## config.mk

```make
export PLATFORM = sky130hd
export DESIGN_NAME = pim_burst_reader
export DESIGN_NICKNAME = d
export VERILOG_FILES = /design/src/rtl/pim_burst_reader.sv
export SDC_FILE = /design/constraint.sdc
export NUM_CORES = 1
export LEC_CHECK = 0
export BUFFER_PORTS_ARGS = -buffer_cell sky130_fd_sc_hd__buf_2
export CAP_MARGIN = 40
export CORE_MARGIN = 1
export CORE_UTILIZATION = 40
export CTS_CLUSTER_DIAMETER = 30
export DETAILED_ROUTE_END_ITERATION = 8
export PLACE_DENSITY = 0.66
export SLEW_MARGIN = 20
export SYNTH_ARGS = -nofsm -noshare
export SYNTH_HDL_FRONTEND = slang
export SYNTH_SLANG_ARGS = --single-unit
```

## constraint.sdc

```tcl
create_clock -name clk -period 7 [get_ports clk]
set_clock_uncertainty 0.15 [all_clocks]
set_input_delay 1.4 -clock clk [delete_from_list [all_inputs] [get_ports clk]]
set_output_delay 1.4 -clock clk [all_outputs]
set_load 0.01 [all_outputs]
```

## src/rtl/pim_burst_reader.sv

```systemverilog
// Read-only burst initiator for a single-port RAM: sweeps [base_addr, base_addr+length) and
// streams words through a 2-entry valid/ready buffer. Optional PIM_BURST_PARITY_EN adds out_parity.
`timescale 1ns/1ps
module pim_burst_reader #(
    parameter int ADDR_WIDTH = 10,
    parameter int DATA_WIDTH = 16
) (
    input  logic                  clk,
    input  logic                  reset,
    input  logic                  start,
    input  logic [ADDR_WIDTH-1:0] base_addr,
    input  logic [ADDR_WIDTH:0]   length,
    output logic                  busy,
    output logic                  done,
    output logic [ADDR_WIDTH-1:0] mem_addr,
    output logic                  mem_we,
    input  logic [DATA_WIDTH-1:0] mem_out,
    output logic [DATA_WIDTH-1:0] out_data,
    output logic                  out_valid,
    input  logic                  out_ready,
    output logic                  out_last
`ifdef PIM_BURST_PARITY_EN
    ,
    output logic                  out_parity
`endif
);

    localparam logic [1:0] IDLE  = 2'd0;
    localparam logic [1:0] RUN   = 2'd1;
    localparam logic [1:0] DRAIN = 2'd2;

    logic [1:0]            state;
    logic [ADDR_WIDTH-1:0] cur_addr;
    logic [ADDR_WIDTH:0]   remaining;
    logic [ADDR_WIDTH:0]   sent;
    logic                  inflight;
    logic [DATA_WIDTH-1:0] fifo_data [2];
    logic                  wr_ptr;
    logic                  rd_ptr;
    logic [1:0]            count;
    logic                  push;
    logic                  pop;
    logic                  issue;
    logic [2:0]            occ;

    assign mem_we    = 1'b0;
    assign busy      = (state != IDLE);
    assign out_valid = (count != 2'd0);
    assign out_data  = fifo_data[rd_ptr];
    assign out_last  = out_valid && (sent == (ADDR_WIDTH+1)'(1));
    assign pop       = out_valid & out_ready;
    assign push      = inflight;

    // A read in flight already owns a buffer slot, so occupancy counts it; a same-cycle pop frees one.
    assign occ   = 3'(count) + 3'(inflight);
    assign issue = (state == RUN) && (remaining != '0) && (occ < 3'd2 + 3'(pop));

    always_ff @(posedge clk or posedge reset) begin
        if (reset) begin
            state        <= IDLE;
            done         <= 1'b0;
            mem_addr     <= '0;
            cur_addr     <= '0;
            remaining    <= '0;
            sent         <= '0;
            inflight     <= 1'b0;
            fifo_data[0] <= '0;
            fifo_data[1] <= '0;
            wr_ptr       <= 1'b0;
            rd_ptr       <= 1'b0;
            count        <= 2'd0;
        end else begin
            done     <= 1'b0;
            inflight <= issue;
            if (issue) begin
                mem_addr  <= cur_addr;
                cur_addr  <= cur_addr + ADDR_WIDTH'(1);
                remaining <= remaining - (ADDR_WIDTH+1)'(1);
            end
            if (push) begin
                fifo_data[wr_ptr] <= mem_out;
                wr_ptr            <= ~wr_ptr;
            end
            if (pop) begin
                rd_ptr <= ~rd_ptr;
                sent   <= sent - (ADDR_WIDTH+1)'(1);
            end
            count <= count + 2'(push) - 2'(pop);

            case (state)
                IDLE: begin
                    if (start) begin
                        if (length == '0) begin
                            done <= 1'b1;
                        end else begin
                            cur_addr  <= base_addr;
                            remaining <= length;
                            sent      <= length;
                            state     <= RUN;
                        end
                    end
                end
                RUN: begin
                    if (issue && remaining == (ADDR_WIDTH+1)'(1)) state <= DRAIN;
                end
                DRAIN: begin
                    if (pop && out_last) begin
                        state <= IDLE;
                        done  <= 1'b1;
                    end
                end
                default: state <= IDLE;
            endcase
        end
    end

`ifdef PIM_BURST_PARITY_EN
    logic fifo_par [2];

    assign out_parity = fifo_par[rd_ptr];

    always_ff @(posedge clk or posedge reset) begin
        if (reset) begin
            fifo_par[0] <= 1'b0;
            fifo_par[1] <= 1'b0;
        end else if (push) begin
            fifo_par[wr_ptr] <= ^mem_out;
        end
    end
`endif

endmodule

```

==> results of run 1 <==
worst max path at each step:
stage / from / endpoint / depth (start not counted) / slack, ns
5_1_grt: sent[2] / out_last / 5 / 2.82
6_report: sent[2] / out_last / 5 / 2.90
3_3_place_gp: out_ready / remaining[1] / 7 / 3.22
4_1_cts: sent[2] / out_last / 5 / 2.89
2_1_floorplan: reset / count[0] / 1 / 3.34
3_5_place_dp: out_ready / remaining[1] / 7 / 3.20
through the flow:
step                      setup WS, ns  power (mW)  cells
after floorplan                   3.34        1.66    348
after global placement            3.22        1.92    535
after detailed placement          3.20        1.97    537
after CTS                         2.89        2.29    553
after global routing              2.82        2.46    553
final                             2.90        2.26    553
sequential cells by signal (all words and copies together), names as in the netlist:
| register | flops |
|---|---|
| count | 2 |
| cur_addr | 10 |
| done | 1 |
| fifo_data | 32 |
| inflight | 1 |
| mem_addr | 10 |
| rd_ptr | 1 |
| remaining | 11 |
| sent | 11 |
| state | 2 |
| wr_ptr | 1 |
cells in the mapped netlist (all sizes together) (2+ instances only):
cell / count / share of area (%)
nand2b: 2 / 0.32
xnor2: 15 / 3.3
a21oi: 10 / 1.3
or2: 2 / 0.32
nor2: 23 / 2.2
buf: 5 / 0.63
o21ai: 17 / 2.2
nor3b: 2 / 0.50
nand4: 9 / 1.4
xor2: 6 / 1.3
ha: 10 / 3.2
nor3: 7 / 0.88
nor4: 6 / 0.95
mux2: 58 / 16
or3: 6 / 0.95
a211oi: 2 / 0.38
o41ai: 2 / 0.44
nand2: 21 / 2.0
nor2b: 2 / 0.32
inv: 11 / 1.0
or4: 6 / 1.2
nand3: 10 / 1.4
a31oi: 7 / 1.1
o211ai: 3 / 0.57
clkbuf: 9 / 0.85
dfrtp: 82 / 52
cells by family after synthesis:
kind of cell             after synthesis
flip-flops                            82
buffers and inverters                 25
multiplexers                          58
other                                  1
AO/OA/AOI/OAI                         48
AND/OR/NAND/NOR                      103
adder cells (fa/ha/maj)               10
XOR/XNOR                              21
area by class of cell:
| type | count | area share (%) |
|---|---|---|
| clock inverter | 5 | 0.856 |
| sequential | 82 | 43.9 |
| multi-input combinational | 241 | 38.9 |
| clock buffer | 11 | 3.02 |
| tap | 129 | 3.45 |
| timing repair buffer | 74 | 8.99 |
| inverter | 11 | 0.910 |
power by group:
part	internal (mW)	leakage (nW)	switching, mW
Clock	0.140	0.0818	0.172
Sequential	0.717	0.975	0.197
Combinational	0.532	0.957	0.508
critical path, stage by stage (launching register included):
cell and delay (ns):
dfrtp_1 0.46, or4_4 0.60, or3_1 0.38, or3b_1 0.41, and2b_2 0.22, buf_2 0.13
per-layer routing:
metal / global-route usage (%) / part of all wire, % / up-vias
li1: - / - / 1403
met1: 23.4 / 46 / 1429
met2: 29.0 / 46 / 82
met3: 5.38 / 6.3 / 9
met4: 5.02 / 1.3 / 0
met5: 0 / 0 / -
==> impl_metrics.json, run 1 <==
{
  "fillerInstances": 886,
  "synthFlopType": "dfrtp_1",
  "timing.rr.end": "remaining[1]",
  "synth_edf_count": 0,
  "grt_usage_pct": 18.0,
  "viasPerCell": 5.29,
  "whs_path_depth": 2,
  "synth-xor-area-share_pct": 4.63,
  "async_flop_share_pct": 100,
  "diodes": 0,
  "layout_common_cells": "dfrtp_1 (82), buf_2 (70), mux2_2 (58)",
  "whs_ns": 0.331,
  "layout_commonest_cell": "dfrtp_1",
  "areaGrowthSynthToFinish_pct": 17.8,
  "cts.hold.buffers_added": 0,
  "die-height_um": 102,
  "start_util_pct": 42.2,
  "die_area_um2": 10300,
  "grt_pass1_wl_um": 14200,
  "end_kind": "output port",
  "cts_buffers": 9,
  "worstSetupPathType": "reg -> out",
  "vias": 2923,
  "core.rowCount": 35,
  "place_hpwl_um": 6060,
  "rsz0062_at_grt": "false",
  "core_um2": 9420,
  "cts_resized": 0,
  "fin_crit_ns": 4.10,
  "p_leak_nw": 2.01,
  "cts-root-buf": "clkbuf_8",
  "max_freq_mhz": 244,
  "yosys_warnings": 0,
  "syn_area_um2": 3970,
  "clock-sinks": 82,
  "hp-class": "reg -> reg",
  "r2r_cells": 7,
  "portBuffers": 70,
  "fin_setup_tns_ns": 0,
  "final_max_slew_viol_count": 0,
  "ys_types": 48,
  "synthMuxAreaShare_pct": 16.5,
  "firstDrtPassIters": 4,
  "cts_setup_buffers": 0,
  "regArea_um2": 2050,
  "synth.net_count": 399,
  "r2r_slack_ns": 4.00,
  "synth_top_family_by_area": "multiplexers",
  "start_kind": "register",
  "drt_iter0_markers": 53,
  "grt_max_degree": 45,
  "gp_congestion": 0.825,
  "avgSynthCellArea_um2": 11.4,
  "tightestPinTransition_ns": 0.762,
  "rr_startpoint": "inflight",
  "hold_end": "mem_addr[9]",
  "multi_input_area_um2": 1820,
  "period_share_pct": 58.5,
  "die_w_um": 102,
  "power.density_nw_per_um2": 484,
  "wl_per_cell_um": 15.4,
  "ant_nets": 0,
  "drt_wl_total_um": 8520,
  "synth_compound_area_share_pct": 7.60,
  "ioPinCount": 72,
  "fin_util_pct": 49.7,
  "synthSimpleGateAreaFrac_pct": 13.9,
  "hold_violations": 0,
  "synthAdderAreaFrac_pct": 3.15,
  "drc": 0,
  "clkTransAtPathRegs_ns": 0.09,
  "vdd_drop_max_mv": 0.231,
  "globalRouteOverflowTotal": 0,
  "worstPathRequired_ns": 5.45,
  "cp_max_fo": 5,
  "grt_pass1_vias": 2961,
  "yosysSeqAreaShare_pct": 51.7,
  "relSlewSlack_pct": 49.1,
  "synth-seq-cells": 82,
  "htreeDepth": 3,
  "worstPathArrival_ns": 2.55,
  "stdcell_area_um2": 4680,
  "status": "finished, final reports clean",
  "setup_violations": 0,
  "cap_viol_max_count": 0,
  "detailed_place.area_um2": 4490,
  "antenna_found_initial": 0,
  "cts_tree": "done",
  "cts.path.max_buffers": 2,
  "layout-drive-gt1-share_pct": 36.8,
  "clk_latency_ns": 0.35,
  "hp-start": "mem_addr[9]",
  "syn_inst": 348,
  "num-nets-final": 470
}
Note: power is estimated with default switching activity, not from simulation.
==> inputs of run 2 (changes only) <==
==> constraint.sdc (replaced) <==
create_clock -name clk -period 4.13 [get_ports clk]
set_clock_uncertainty 0.15 [all_clocks]
set_input_delay 0.826 -clock clk [delete_from_list [all_inputs] [get_ports clk]]
set_output_delay 0.826 -clock clk [all_outputs]
set_load 0.01 [all_outputs]
==> run 2 against run 1 <==
Count of clock-buffer cells in the layout is the same. Global-route usage is 0.65 points lower. Non-clock buffer count is 3 higher. Clock power increased by 85%. Cell count up 0.18%.
==> impl_metrics.json, run 2 (same netlist as run 1, synthesis figures left out) <==
{
  "grt_max_degree": 32,
  "areaGrowthSynthToFinish_pct": 17.9,
  "vdd_drop_max_mv": 0.356,
  "drc": 0,
  "relSlewSlack_pct": 48.2,
  "wl_per_cell_um": 15.0,
  "cts_tree": "done",
  "firstDrtPassIters": 4,
  "cts-root-buf": "clkbuf_8",
  "hold_violations": 0,
  "grt_pass1_wl_um": 13800,
  "worstPathRequired_ns": 3.15,
  "cp_max_fo": 5,
  "die-height_um": 102,
  "instances_no_fill": 554,
  "end_kind": "output port",
  "hp-class": "reg -> reg",
  "htreeDepth": 3,
  "period_share_pct": 83.8,
  "layout_common_cells": "dfrtp_1 (82), buf_2 (70), mux2_2 (58)",
  "grt_usage_pct": 17.3,
  "clk_latency_ns": 0.35,
  "status": "finished, final reports clean",
  "cts.hold.buffers_added": 0,
  "cap_viol_max_count": 0,
  "viasPerCell": 5.24,
  "core_um2": 9420,
  "ant_nets": 0,
  "clkTransAtPathRegs_ns": 0.08,
  "cts.path.max_buffers": 2,
  "worstSetupPathType": "reg -> out",
  "r2r_slack_ns": 1.41,
  "gp_congestion": 0.860,
  "worstPathArrival_ns": 2.48,
  "fin_crit_ns": 3.46,
  "numPlacedInstances": 540,
  "rsz0062_at_grt": "false",
  "cts_buffers": 9,
  "layout_commonest_cell": "dfrtp_1",
  "largest_reg_flops": 32,
  "drt_wl_total_um": 8340,
  "grt_pass1_vias": 2871,
  "final_max_slew_viol_count": 0,
  "diodes": 0,
  "cts_setup_buffers": 0,
  "clock-sinks": 82,
  "fin_setup_tns_ns": 0,
  "die_w_um": 102,
  "ioPinCount": 72,
  "drt_iter0_markers": 76,
  "p_leak_nw": 2.04,
  "power.density_nw_per_um2": 828,
  "setup_violations": 0,
  "start_util_pct": 42.2,
  "antenna_found_initial": 0,
  "vias": 2901,
  "portBuffers": 70,
  "layout-drive-gt1-share_pct": 37.2,
  "tightestPinTransition_ns": 0.777,
  "start_kind": "register",
  "fillerInstances": 887,
  "regMostFlops": "fifo_data",
  "cts_resized": 0,
  "max_freq_mhz": 289,
  "largestRegisters": "fifo_data x32, remaining x11, sent x11",
  "num-nets-final": 473,
  "place_hpwl_um": 6070,
  "globalRouteOverflowTotal": 0,
  "core.rowCount": 35,
  "die_area_um2": 10300
}
==> run 2: cell types whose count changed in the layout (fill, tap and decap cells not counted) <==
cell / change
buf_12: +1
bufinv_16: +1
buf_4: +4
clkbuf_8: +1
buf_16: -2
clkinv_4: -2
clkinvlp_4: -3
clkinv_2: +2
clkbuf_1: -1
==> run 2: final timing paths <==
check / from / depth (start not counted) / end
max reg2reg: inflight / 8 / remaining[1]
min: mem_addr[9] / 2 / mem_addr[9]
max in group asynchronous: reset / 4 / fifo_data[31]
max: sent[2] / 5 / out_last
min reg2reg: mem_addr[9] / 2 / mem_addr[9]
min in group asynchronous: reset / 2 / mem_addr[9]
==> run 2: stage by stage <==
step / worst slack, ns / utilization [%] / instance area (um^2) / power (mW) / hold slack, ns
after floorplan: 1.05 / - / 3970 / 2.82 / 0.298
after global placement: 1.06 / 47.5 / 4470 / 3.26 / 0.314
after detailed placement: 1.03 / 47.7 / 4490 / 3.33 / 0.320
after CTS: 0.652 / 49.7 / 4680 / 3.92 / 0.338
after global routing: 0.582 / 49.7 / 4680 / 4.19 / 0.368
final: 0.671 / 49.7 / 4680 / 3.88 / 0.331
==> run 2: cell type report <==
| cell class | count | area (um^2) | share of cell area, % |
|---|---|---|---|
| Tap cell | 129 | 161 | 3.45 |
| Clock buffer | 11 | 151 | 3.23 |
| Inverter | 11 | 42.5 | 0.909 |
| Sequential cell | 82 | 2050 | 43.8 |
| Timing Repair Buffer | 77 | 415 | 8.87 |
| Clock inverter | 3 | 40.0 | 0.855 |
| Multi-Input combinational cell | 241 | 1820 | 38.8 |
==> run 2: routing by layer <==
metal	global-route usage, %	vias up	wire length, um
met4	6.02	0	118
met5	0	-	0
met2	28.2	84	3840
li1	-	1401	-
met3	3.86	12	495
met1	22.8	1404	3880
==> run 2: power breakdown <==
| part | total (mW) | internal [mW] | switching [mW] |
|---|---|---|---|
| clock network | 0.576 | 0.304 | 0.272 |
| registers | 1.54 | 1.22 | 0.321 |
| logic | 1.76 | 0.905 | 0.860 |
==> run 2: worst max-delay path, cell delays in order, from the launching register on <==
cell and delay [ns]:
dfrtp_1 0.43, or4_4 0.58, or3_1 0.38, or3b_1 0.40, and2b_2 0.23, buf_2 0.12
==> inputs of run 3 (changes only) <==
==> constraint.sdc (replaced) <==
create_clock -name clk -period 3.35 [get_ports clk]
set_clock_uncertainty 0.15 [all_clocks]
set_input_delay 0.67 -clock clk [delete_from_list [all_inputs] [get_ports clk]]
set_output_delay 0.67 -clock clk [all_outputs]
set_load 0.01 [all_outputs]
==> run 3 against run 2 <==
Register-to-register slack lost 0.87 ns. Combinational power rose by 24%. Sequential share of layout area down 0.13 points. Die area is the same. Cell count up 0.18%. Critical path type unchanged. Largest cell class unchanged.
==> impl_metrics.json, run 3 (same netlist as run 1, synthesis figures left out) <==
{
  "power.density_nw_per_um2": 1030,
  "gp_congestion": 0.852,
  "stdcell_area_um2": 4690,
  "end_kind": "output port",
  "cts_resized": 0,
  "cts.path.max_buffers": 2,
  "diodes": 0,
  "viasPerCell": 5.28,
  "fin_setup_tns_ns": 0,
  "p_leak_nw": 2.04,
  "relSlewSlack_pct": 46.0,
  "r2r_cells": 6,
  "ant_nets": 0,
  "tightestPinTransition_ns": 0.810,
  "cts-root-buf": "clkbuf_8",
  "whs_ns": 0.247,
  "portBuffers": 70,
  "start_util_pct": 42.2,
  "clk_latency_ns": 0.35,
  "final_max_slew_viol_count": 0,
  "die_w_um": 102,
  "antenna_found_initial": 0,
  "dp_slack_ns": 0.425,
  "hold_violations": 0,
  "worstPathRequired_ns": 2.53,
  "start_kind": "register",
  "fin_crit_ns": 3.24,
  "worst_slack_ns": 0.106,
  "numPlacedInstances": 539,
  "core_um2": 9420,
  "r2r_slack_ns": 0.54,
  "hp-class": "in -> async",
  "grt_pass1_wl_um": 14000,
  "status": "finished, final reports clean",
  "firstDrtPassIters": 4,
  "cp_max_fo": 5,
  "vdd_drop_max_mv": 0.531,
  "detailed_place.area_um2": 4480,
  "grt_pass1_vias": 2885,
  "areaGrowthSynthToFinish_pct": 18.2,
  "total_power_mw": 4.84,
  "regMostFlops": "fifo_data",
  "timing.rr.end": "remaining[6]",
  "fin_util_pct": 49.9,
  "largestRegisters": "fifo_data x32, remaining x11, sent x11",
  "vias": 2933,
  "num-nets-final": 472,
  "worstSetupPathType": "reg -> out",
  "grt_usage_pct": 17.6,
  "layout_commonest_cell": "dfrtp_1",
  "layout-drive-gt1-share_pct": 37.1,
  "rsz0062_at_grt": "false",
  "cts_tree": "done",
  "largest_reg_flops": 32,
  "fillerInstances": 892,
  "cap_viol_max_count": 0,
  "die-height_um": 102,
  "clock-sinks": 82,
  "wl_per_cell_um": 15.2,
  "core.rowCount": 35,
  "clkTransAtPathRegs_ns": 0.08,
  "setup_violations": 0,
  "cts_setup_buffers": 0,
  "worstPathArrival_ns": 2.42,
  "layout_common_cells": "dfrtp_1 (82), buf_2 (70), mux2_2 (58)",
  "drt_wl_total_um": 8420,
  "instances_no_fill": 555,
  "max_freq_mhz": 308,
  "drt_iter0_markers": 66,
  "rr_startpoint": "inflight",
  "grt_max_degree": 83,
  "cts.hold.buffers_added": 0,
  "cts_buffers": 9,
  "drc": 0,
  "die_area_um2": 10300,
  "place_hpwl_um": 5990,
  "htreeDepth": 3,
  "ioPinCount": 72,
  "period_share_pct": 96.8,
  "globalRouteOverflowTotal": 0
}
## run 3: cell types whose count changed in the layout (fill, tap and decap cells not counted)
cell,previous run,this run
bufinv_16,1,2
clkbuf_1,0,2
buf_4,6,5
or3b_1,1,0
clkbuf_8,11,9
clkinv_4,0,1
or3b_4,0,1
## run 3: where the power goes
| group | switching, mW | internal [mW] |
|---|---|---|
| clock network | 0.347 | 0.420 |
| logic | 1.05 | 1.13 |
| registers | 0.402 | 1.50 |
| total | 1.80 | 3.04 |
## run 3: how the worst max path moves through the flow
stage	slack (ns)	end	depth (start not counted)	start
after floorplan	0.42	count[0]	1	reset
after CTS	0.04	out_last	5	sent[2]
after global routing	0.004	out_last	5	sent[3]
after detailed placement	0.43	out_last	5	sent[2]
final	0.11	out_last	5	sent[5]
after global placement	0.44	out_last	5	sent[2]
## run 3: cell type report
cell class                 count  area [um^2]  share of cell area, %
sequential                    82         2050                   43.7
multi-input combinational    241         1820                   38.8
timing repair buffer          76          408                   8.69
tap                          129          161                   3.44
clock buffer                  11          131                   2.80
clock inverter                 5         78.8                   1.68
inverter                      11         42.5                  0.906
## run 3: critical path: stages (launching register included)
cell and delay, ns:
dfrtp_1 0.40, or4_4 0.57, or3_1 0.38, or3b_4 0.39, and2b_2 0.21, buf_2 0.13
## run 3: per-layer routing
layer	vias up	GRT usage (%)	share of wire [%]
met4	0	6.24	0.93
met2	75	28.1	46
met3	8	3.59	4.6
met1	1451	23.7	48
met5	-	0	0
li1	1399	-	-
